--- src/rtl/muldiv_ctrl_pkg.sv ---
// Shared definitions for the HI/LO multiply/divide sequencer.
//   - FSM state encoding
//   - op_sel codes for div/divu/mult/multu
//   - LO value written on divide-by-zero
package muldiv_ctrl_pkg;

  localparam int unsigned XLen   = 32;
  localparam int unsigned OpSelW = 2;
  localparam int unsigned CntW   = 3;

  typedef enum logic [1:0] {
    StIdle   = 2'b00,
    StDivRun = 2'b01,
    StMulRun = 2'b10,
    StDone   = 2'b11
  } muldiv_state_e;

  localparam logic [OpSelW-1:0] OpDiv   = 2'b00;
  localparam logic [OpSelW-1:0] OpDivu  = 2'b01;
  localparam logic [OpSelW-1:0] OpMult  = 2'b10;
  localparam logic [OpSelW-1:0] OpMultu = 2'b11;

  localparam logic [XLen-1:0] DivZeroLo = 32'hFFFF_FFFF;

endpackage

--- src/rtl/muldiv_ctrl_if.sv ---
// Bundle of EX-stage, divider, multiplier and HI/LO signals around muldiv_ctrl.
//   slave  : view of the controller itself
//   master : view of the surrounding EX stage / arithmetic units
interface muldiv_ctrl_if;
  import muldiv_ctrl_pkg::*;

  // EX stage -> controller
  logic              op_valid;
  logic [OpSelW-1:0] op_sel;
  logic [XLen-1:0]   src_a;
  logic [XLen-1:0]   src_b;
  logic              ex_hold;
  logic              flush;
  // Divider
  logic              div_start;
  logic              div_signed;
  logic              div_annul;
  logic [XLen-1:0]   div_op_a;
  logic [XLen-1:0]   div_op_b;
  logic              div_ready;
  logic [2*XLen-1:0] div_result;
  // Multiplier
  logic              mul_signed;
  logic [XLen-1:0]   mul_op_a;
  logic [XLen-1:0]   mul_op_b;
  logic [2*XLen-1:0] mul_result;
  // Pipeline / HI-LO
  logic              stallreq;
  logic              hi_we;
  logic              lo_we;
  logic [XLen-1:0]   hi_wdata;
  logic [XLen-1:0]   lo_wdata;

  modport slave (
    input  op_valid, op_sel, src_a, src_b, ex_hold, flush,
    input  div_ready, div_result, mul_result,
    output div_start, div_signed, div_annul, div_op_a, div_op_b,
    output mul_signed, mul_op_a, mul_op_b,
    output stallreq, hi_we, lo_we, hi_wdata, lo_wdata
  );

  modport master (
    output op_valid, op_sel, src_a, src_b, ex_hold, flush,
    output div_ready, div_result, mul_result,
    input  div_start, div_signed, div_annul, div_op_a, div_op_b,
    input  mul_signed, mul_op_a, mul_op_b,
    input  stallreq, hi_we, lo_we, hi_wdata, lo_wdata
  );

endinterface

--- src/rtl/muldiv_ctrl.sv ---
// Multiply/divide sequencer for the EX stage. Launches an external divider or
// fixed-latency multiplier, stalls PC..EX while it runs and writes HI/LO once.
// Ports:
//   clk  - clock, all state updates on the rising edge
//   rst  - synchronous active-high reset
//   bus  - muldiv_ctrl_if.slave: EX-stage request, divider/multiplier
//          handshake, stall request and HI/LO write port
// Parameter MUL_LAT (1..7): cycles spent in MUL_RUN before the product is taken.
module muldiv_ctrl
  import muldiv_ctrl_pkg::*;
#(
  parameter int unsigned MUL_LAT = 1
) (
  input logic           clk,
  input logic           rst,
  muldiv_ctrl_if.slave  bus
);

  localparam logic [CntW-1:0] MulLatCnt = CntW'(MUL_LAT);

  muldiv_state_e   r_state, w_state_d;
  logic [CntW-1:0] r_cnt, w_cnt_d;
  logic [XLen-1:0] r_op_a, w_op_a_d;
  logic [XLen-1:0] r_op_b, w_op_b_d;
  logic            r_signed, w_signed_d;
  logic [XLen-1:0] r_hi, w_hi_d;
  logic [XLen-1:0] r_lo, w_lo_d;
  // Set on entry to DONE so the HI/LO write happens only in its first cycle.
  logic            r_wr, w_wr_d;
  logic            w_is_div;

  assign w_is_div = (bus.op_sel == OpDiv) || (bus.op_sel == OpDivu);

  always_comb begin
    w_state_d  = r_state;
    w_cnt_d    = r_cnt;
    w_op_a_d   = r_op_a;
    w_op_b_d   = r_op_b;
    w_signed_d = r_signed;
    w_hi_d     = r_hi;
    w_lo_d     = r_lo;
    w_wr_d     = 1'b0;

    bus.stallreq   = 1'b0;
    bus.div_start  = 1'b0;
    bus.div_signed = 1'b0;
    bus.div_annul  = 1'b0;
    bus.div_op_a   = '0;
    bus.div_op_b   = '0;
    bus.mul_signed = 1'b0;
    bus.mul_op_a   = '0;
    bus.mul_op_b   = '0;
    bus.hi_we      = 1'b0;
    bus.lo_we      = 1'b0;
    bus.hi_wdata   = '0;
    bus.lo_wdata   = '0;

    unique case (r_state)
      StIdle: begin
        if (bus.op_valid && !bus.flush) begin
          bus.stallreq = 1'b1;
          w_op_a_d     = bus.src_a;
          w_op_b_d     = bus.src_b;
          if (w_is_div) begin
            w_signed_d = (bus.op_sel == OpDiv);
            if (bus.src_b != '0) begin
              w_state_d = StDivRun;
            end else begin
              // Divide-by-zero bypasses the divider entirely.
              w_hi_d    = bus.src_a;
              w_lo_d    = DivZeroLo;
              w_wr_d    = 1'b1;
              w_state_d = StDone;
            end
          end else begin
            w_signed_d = (bus.op_sel == OpMult);
            w_cnt_d    = MulLatCnt;
            w_state_d  = StMulRun;
          end
        end
      end

      StDivRun: begin
        bus.stallreq   = 1'b1;
        bus.div_start  = 1'b1;
        bus.div_signed = r_signed;
        bus.div_op_a   = r_op_a;
        bus.div_op_b   = r_op_b;
        if (bus.flush) begin
          // Flush beats a coincident div_ready; the result is dropped.
          bus.div_annul = 1'b1;
          w_state_d     = StIdle;
        end else if (bus.div_ready) begin
          w_hi_d    = bus.div_result[2*XLen-1:XLen];
          w_lo_d    = bus.div_result[XLen-1:0];
          w_wr_d    = 1'b1;
          w_state_d = StDone;
        end
      end

      StMulRun: begin
        bus.stallreq   = 1'b1;
        bus.mul_signed = r_signed;
        bus.mul_op_a   = r_op_a;
        bus.mul_op_b   = r_op_b;
        w_cnt_d        = r_cnt - 1'b1;
        if (bus.flush) begin
          w_cnt_d   = '0;
          w_state_d = StIdle;
        end else if (r_cnt == CntW'(1)) begin
          w_hi_d    = bus.mul_result[2*XLen-1:XLen];
          w_lo_d    = bus.mul_result[XLen-1:0];
          w_wr_d    = 1'b1;
          w_state_d = StDone;
        end
      end

      StDone: begin
        if (r_wr && !bus.flush) begin
          bus.hi_we    = 1'b1;
          bus.lo_we    = 1'b1;
          bus.hi_wdata = r_hi;
          bus.lo_wdata = r_lo;
        end
        // Holding in DONE keeps the same EX instruction from restarting.
        if (bus.flush || !bus.ex_hold) begin
          w_state_d = StIdle;
        end
      end

      default: w_state_d = StIdle;
    endcase

    // Reset cycle: kill any pending write and tell the divider to abandon work.
    if (rst) begin
      bus.hi_we     = 1'b0;
      bus.lo_we     = 1'b0;
      bus.hi_wdata  = '0;
      bus.lo_wdata  = '0;
      bus.div_annul = (r_state == StDivRun);
    end
  end

  always_ff @(posedge clk) begin
    if (rst) begin
      r_state  <= StIdle;
      r_cnt    <= '0;
      r_op_a   <= '0;
      r_op_b   <= '0;
      r_signed <= 1'b0;
      r_hi     <= '0;
      r_lo     <= '0;
      r_wr     <= 1'b0;
    end else begin
      r_state  <= w_state_d;
      r_cnt    <= w_cnt_d;
      r_op_a   <= w_op_a_d;
      r_op_b   <= w_op_b_d;
      r_signed <= w_signed_d;
      r_hi     <= w_hi_d;
      r_lo     <= w_lo_d;
      r_wr     <= w_wr_d;
    end
  end

endmodule

--- src/flat_wrapper.sv ---
// flat-port wrapper written by rule: the top's interface ports become plain ports
module muldiv_ctrl_flat import muldiv_ctrl_pkg::*;
#(
  parameter int unsigned MUL_LAT = 1
)
  (clk, rst, bus_op_valid, bus_op_sel, bus_src_a, bus_src_b, bus_ex_hold, bus_flush, bus_div_ready, bus_div_result, bus_mul_result, bus_div_start, bus_div_signed, bus_div_annul, bus_div_op_a, bus_div_op_b, bus_mul_signed, bus_mul_op_a, bus_mul_op_b, bus_stallreq, bus_hi_we, bus_lo_we, bus_hi_wdata, bus_lo_wdata);
  muldiv_ctrl_if bus_i ();
  input logic clk;
  input logic rst;
  input wire logic [$bits(bus_i.op_valid)-1:0] bus_op_valid;
  input wire logic [$bits(bus_i.op_sel)-1:0] bus_op_sel;
  input wire logic [$bits(bus_i.src_a)-1:0] bus_src_a;
  input wire logic [$bits(bus_i.src_b)-1:0] bus_src_b;
  input wire logic [$bits(bus_i.ex_hold)-1:0] bus_ex_hold;
  input wire logic [$bits(bus_i.flush)-1:0] bus_flush;
  input wire logic [$bits(bus_i.div_ready)-1:0] bus_div_ready;
  input wire logic [$bits(bus_i.div_result)-1:0] bus_div_result;
  input wire logic [$bits(bus_i.mul_result)-1:0] bus_mul_result;
  output wire logic [$bits(bus_i.div_start)-1:0] bus_div_start;
  output wire logic [$bits(bus_i.div_signed)-1:0] bus_div_signed;
  output wire logic [$bits(bus_i.div_annul)-1:0] bus_div_annul;
  output wire logic [$bits(bus_i.div_op_a)-1:0] bus_div_op_a;
  output wire logic [$bits(bus_i.div_op_b)-1:0] bus_div_op_b;
  output wire logic [$bits(bus_i.mul_signed)-1:0] bus_mul_signed;
  output wire logic [$bits(bus_i.mul_op_a)-1:0] bus_mul_op_a;
  output wire logic [$bits(bus_i.mul_op_b)-1:0] bus_mul_op_b;
  output wire logic [$bits(bus_i.stallreq)-1:0] bus_stallreq;
  output wire logic [$bits(bus_i.hi_we)-1:0] bus_hi_we;
  output wire logic [$bits(bus_i.lo_we)-1:0] bus_lo_we;
  output wire logic [$bits(bus_i.hi_wdata)-1:0] bus_hi_wdata;
  output wire logic [$bits(bus_i.lo_wdata)-1:0] bus_lo_wdata;
  assign bus_i.op_valid = bus_op_valid;
  assign bus_i.op_sel = bus_op_sel;
  assign bus_i.src_a = bus_src_a;
  assign bus_i.src_b = bus_src_b;
  assign bus_i.ex_hold = bus_ex_hold;
  assign bus_i.flush = bus_flush;
  assign bus_i.div_ready = bus_div_ready;
  assign bus_i.div_result = bus_div_result;
  assign bus_i.mul_result = bus_mul_result;
  assign bus_div_start = bus_i.div_start;
  assign bus_div_signed = bus_i.div_signed;
  assign bus_div_annul = bus_i.div_annul;
  assign bus_div_op_a = bus_i.div_op_a;
  assign bus_div_op_b = bus_i.div_op_b;
  assign bus_mul_signed = bus_i.mul_signed;
  assign bus_mul_op_a = bus_i.mul_op_a;
  assign bus_mul_op_b = bus_i.mul_op_b;
  assign bus_stallreq = bus_i.stallreq;
  assign bus_hi_we = bus_i.hi_we;
  assign bus_lo_we = bus_i.lo_we;
  assign bus_hi_wdata = bus_i.hi_wdata;
  assign bus_lo_wdata = bus_i.lo_wdata;
  muldiv_ctrl #(.MUL_LAT(MUL_LAT)) u_core (.clk(clk), .rst(rst), .bus(bus_i));
endmodule
--- config.mk ---
export PLATFORM = sky130hd
export DESIGN_NAME = muldiv_ctrl_flat
export DESIGN_NICKNAME = d
export VERILOG_FILES = /design/src/rtl/muldiv_ctrl_pkg.sv /design/src/rtl/muldiv_ctrl_if.sv /design/src/rtl/muldiv_ctrl.sv /design/src/flat_wrapper.sv
export SDC_FILE = /design/constraint.sdc
export NUM_CORES = 1
export LEC_CHECK = 0
export ABC_AREA = 1
export BUFFER_PORTS_ARGS = -buffer_cell sky130_fd_sc_hd__buf_2
export CORE_AREA = 4 4 155 157
export CTS_CLUSTER_SIZE = 8
export DETAILED_ROUTE_END_ITERATION = 12
export DIE_AREA = 0 0 159 161
export GPL_ROUTABILITY_DRIVEN = 0
export MAX_ROUTING_LAYER = met4
export PLACE_DENSITY = 0.62
export SYNTH_ARGS = -nofsm -noshare
export SYNTH_HDL_FRONTEND = slang
export SYNTH_SLANG_ARGS = --single-unit
--- constraint.sdc ---
create_clock -name clk -period 3.9 [get_ports clk]
set_clock_uncertainty 0.05 [all_clocks]
set_input_delay 0 -clock clk [delete_from_list [all_inputs] [get_ports clk]]
set_output_delay 0 -clock clk [all_outputs]
set_load 0.03 [all_outputs]
== Yosys cells after proc, flatten, opt, wreduce, memory -nomap -nowiden ==
Cells that the tools add are included.

* Memories kept: 0
* Bits in writable memories: 0
* Bits in latches: 0
* Word-level logic and storage cells: 101
* Output and inout bits: 199
* Flip-flop bits (word level): 135
* Memory bits (read-only): 0

* Add/sub/neg operators: 1
* Mux-type cells: 59
* Bitwise operators: 0
* Reduce and logical (&&, ||, !) cells: 16
* Equality and inequality tests: 17
* Divide/modulo/power cells: 0
* Order comparisons: 0
* Multipliers: 0
* Shift-type cells: 0

{| class="wikitable"
|+ Operator list
! kind !! number
|-
| 2-to-1 mux 32 bit || 24
|-
| case mux 32 bit (3 select lines) || 2
|-
| nonzero test 32 bit || 1
|-
| 2-to-1 mux 1 bit || 18
|-
| 2-to-1 mux 2 bit || 8
|-
| != test 2 bit (second input constant) || 5
|-
| 2-to-1 mux 3 bit || 3
|-
| != test 2 x 1 -> 1 bit (second input constant) || 4
|-
| case mux 2 bit (4 select lines) || 1
|-
| AND reduction 8 bit || 1
|-
| == test 2 bit (second input constant) || 3
|-
| case mux 3 bit (2 select lines) || 1
|-
| == test 2 x 1 -> 1 bit (second input constant) || 2
|-
| zero test 2 bit || 2
|-
| AND reduction 4 bit || 1
|-
| == test 3 x 1 -> 1 bit (second input constant) || 1
|-
| != test 3 x 2 -> 1 bit (second input constant) || 1
|-
| != test 3 bit (second input constant) || 1
|-
| case mux 1 bit (3 select lines) || 1
|-
| AND reduction 3 bit || 1
|-
| nonzero test 3 bit || 1
|-
| subtractor 3 x 1 -> 3 bit (second input constant) || 1
|-
| logical AND 1 bit || 2
|-
| zero test 1 bit || 2
|-
| other kinds (5) || 6
|}

== Depth between registers and ports, before layout ==
* Depth in word-level cells: 5
* Mapped depth: 12
* Gate-level depth less buffers: 11

== Worst setup path before layout ==
Ideal clock, no wire load.

* Path kind: flip-flop to flip-flop
* Start point: reg u_core.r_state[1]
* End point: reg u_core.r_hi[10]
* Path slack: 1,759 ps
* Arrival: 1,978 ps
* Required time: 3,737 ps
* Setup time: 113 ps
* Period minus slack after synthesis: 2,141 ps
* Cell stages (with the launch flop): 12
* Cells stage by stage: dfxtp_1 -> inv_1 -> ha_1 -> clkbuf_1 -> o21ai_1 -> nand2_1 -> nor3_4 -> nand3_1 -> buf_2 -> buf_2 -> nor2_1 -> nor2_1

* Longest elaborated chain between the ends: 3
* Elaborated cells on any way between the ends: 13

{| class="wikitable"
|+ RTL lines
! what !! line !! source
|-
| start: declaration || muldiv_ctrl.sv:21 || <nowiki>muldiv_state_e r_state, w_state_d;</nowiki>
|-
| start signal: assignment || muldiv_ctrl.sv:146 || <nowiki>r_state <= StIdle;</nowiki>
|-
| start signal: assignment || muldiv_ctrl.sv:155 || <nowiki>r_state <= w_state_d;</nowiki>
|-
| == test 2 bit (tied with other cells) || muldiv_ctrl.sv:58 || <nowiki>unique case (r_state)</nowiki>
|-
| != test 2 x 1 -> 1 bit (no source line) (tied with other cells) || n/a ||
|-
| AND reduction 8 bit (no source line) || n/a ||
|-
| end signal: assignment || muldiv_ctrl.sv:160 || <nowiki>r_hi <= w_hi_d;</nowiki>
|-
| end: declaration || muldiv_ctrl.sv:26 || <nowiki>logic [XLen-1:0] r_hi, w_hi_d;</nowiki>
|}

Several ways; a longest one is shown, not always the timed one.
A chain may end at the register's enable or synchronous reset.

== Final worst setup path ==
* Start point: reg u_core.r_state[0]
* End point: reg u_core.r_lo[6]

* Longest elaborated chain between the ends: 3
* Elaborated cells on any way between the ends: 13

{| class="wikitable"
|+ RTL lines
! what !! line !! source
|-
| == test 2 bit (tied with other cells) || muldiv_ctrl.sv:58 ||
|-
| != test 2 x 1 -> 1 bit (no source line) (tied with other cells) || n/a ||
|-
| AND reduction 8 bit (no source line) || n/a ||
|-
| end signal: assignment || muldiv_ctrl.sv:161 || <nowiki>r_lo <= w_lo_d;</nowiki>
|-
| end: declaration || muldiv_ctrl.sv:27 || <nowiki>logic [XLen-1:0] r_lo, w_lo_d;</nowiki>
|}

Several ways; a longest one is shown, not always the timed one.

==> metrics <==
status finished, final reports clean; vias in the first global route 9589; synth warn 0; Startpoint Class flop; Gate Count Post-Synth 1335; IO Port Bufs 398; cts bufs inserted 17; clock root buffer clkbuf_16; Arr. time, crit path 3.42 ns; slowest CP cell buf_4; final antenna-violating net count 0; Slew Viols, Final 0; DRT iter0 DRCs 782; peak supply drop 0.383 mV; Resized cells post-CTS 0; post-synth cell types 20; worst-margin pin slew 1.09 ns; synthesized flop and latch total 135; WL/cell 15.1 um; Syn Nets 1542; Gate power share 49.6%; Die X 159 um; worst-case headroom to the max-slew limit 26.8%; vias per inst 4.76; global route overflow 0; num rows 55; # clock sinks 135; Worst-path clk slew 0.06 ns; # Max-Cap Violations 0; Pint 4.29 mW; Synth-to-Final Area Change 58.0%; initial antenna violation count 6; Crit path buffers/inverters 3; Setup-failing EPs final 0; commonest non-fill, non-tap cell in the layout buf_2; global-route wire length before repair 50700 um; hold_sp bus_div_result[63]; CP top delay family buffers and inverters; Tot GR Track Use 25.0%; Die ar. 25600 sq um; total setup buffers inserted after CTS 0; share of cells above drive strength 1 24.1%; Bufs on Longest Clock Path 2; Core Area 22500 sq um; unrepaired setup endpoints after global routing no; clk_lat worst skew 0.42 ns; largest net degree at the start of global routing 91; DR vias 10200; layout filler cell count 2278; Ports 399; CTS tree done; setup TNS 0 ns; crit path from u_core.r_state[0]$_SDFFE_PP0P_; Net Switching 3.16 mW; Pleak 6.97 nW; final WL 32500 um; final hold slack 0.00482 ns; power density cells 603 nW/um^2; starting density of the core 34.8%; required time worst endpoint 4.21 ns; worst hold path type in2reg; Clock power frac 22.6%; drt pass-1 iters 5; most frequent cells in the layout 398 x buf_2, 299 x nand2_1, 262 x inv_1, 197 x nor2_1, 181 x dlygate4sd3_1; Final Cycle Share 79.8%; crit-path cells inv_1 > ha_4 > buf_4 > a221oi_1 > dlygate4sd3_1 > nand3_1 > nand2_1 > nor2_1; Final Net Count 2052; CP endpoint kind flop; Sw Ratio 42.4%; CP Class reg2reg; Max stage delay on crit path 0.72 ns; Netlist Area Pre-Place 7830 sq um; Mapped Avg Cell Area 5.87 sq um; sequential share of power 27.8%; post-synthesis sequential area ratio 34.5%; cts hold-fix bufs 181; die height 161 um; Post-DP HPWL 22000 um; RR Startpoint u_core.r_state[0]$_SDFFE_PP0P_; FMAX 321 MHz; final hold violation count 0; depth of the CTS H-tree 4; crit path max fanout 70; DRC 0; Tmin final 3.11 ns
==> per-stage QoR <==
step / setup slack (ns) / power, mW / instances / utilization [%] / area (sq um)
floorplan: 1.76 / 4.29 / 1335 / - / 7830
global placement: 1.28 / 5.09 / 1930 / 44.2 / 9940
detailed placement: 1.17 / 5.14 / 1930 / 44.2 / 9940
CTS: 0.797 / 7.43 / 2143 / 54.9 / 12400
global route: 0.492 / 8.00 / 2149 / 55.0 / 12400
finish: 0.789 / 7.46 / 2149 / 55.0 / 12400
==> power groups by stage <==
stage / Sequential, mW / Combinational (mW) / Clock (mW)
after CTS: 2.07 / 3.66 / 1.71
final: 2.08 / 3.70 / 1.68
after global routing: 2.12 / 4.11 / 1.77
after global placement: 2.08 / 3.01 / 0
after floorplan: 2.02 / 2.27 / 0
after detailed placement: 2.09 / 3.05 / 0
==> Yosys cell counts <==
library cell	n	area share (%)
ha_1	7	1.1
inv_1	262	13
nor3_4	1	0.21
o21ai_1	2	0.13
nor2_1	197	9.4
o31ai_1	1	0.096
a221oi_1	32	3.6
o21a_1	1	0.096
nand3_1	61	3.9
nand2_1	300	14
inv_2	3	0.14
buf_2	3	0.19
clkbuf_1	76	3.6
buf_1	19	0.91
o211ai_1	1	0.096
dfxtp_1	135	35
a21oi_1	155	9.9
buf_4	1	0.096
o21ai_0	77	4.9
nand4_1	1	0.080
==> cells by family after synthesis <==
logic type	synth area share (%)
fa+ha+maj	1.12
simple gates	28.0
flops	34.5
compound gates	18.8
buf+inv	17.5
==> per-layer routing <==
metal / global-route usage (%) / up-vias / wire [um]
li1: - / 5109 / -
met1: 29.7 / 4606 / 13500
met2: 41.7 / 435 / 15700
met3: 5.26 / 75 / 2190
met4: 10.1 / 0 / 1040
met5: - / - / 0
==> sequential cells by signal (all words and copies together), names as in the netlist <==
register,flops
u_core.r_cnt,3
u_core.r_hi,32
u_core.r_lo,32
u_core.r_op_a,32
u_core.r_op_b,32
u_core.r_signed,1
u_core.r_state,2
u_core.r_wr,1
==> tightest hold or removal path, delay by kind of cell <==
family          cells  cell delay [ns]
simple gates        3             0.26
buf+inv             1             0.10
compound gates      1             0.08
==> worst paths after layout <==
check	to	slack (ns)	depth (start not counted)
hold / removal	u_core.r_hi[31]$_SDFFE_PP0P_	0.005	5
hold reg to reg	u_core.r_op_b[7]$_SDFFE_PP0P_	0.41	2
setup / recovery	u_core.r_lo[6]$_SDFFE_PP0P_	0.79	8
setup reg to reg	u_core.r_lo[6]$_SDFFE_PP0P_	0.79	8
==> final cells by class <==
class,count,area (sq um),area share (%)
multi-input cells,836,3800,30.7
clock buffers,19,433,3.50
diodes,6,15.0,0.121
clock inverters,13,170,1.38
well taps,285,357,2.88
inverters,265,997,8.06
flip-flops and latches,135,2700,21.8
repair buffers,590,3900,31.5
Note: power is estimated with default switching activity, not from simulation.
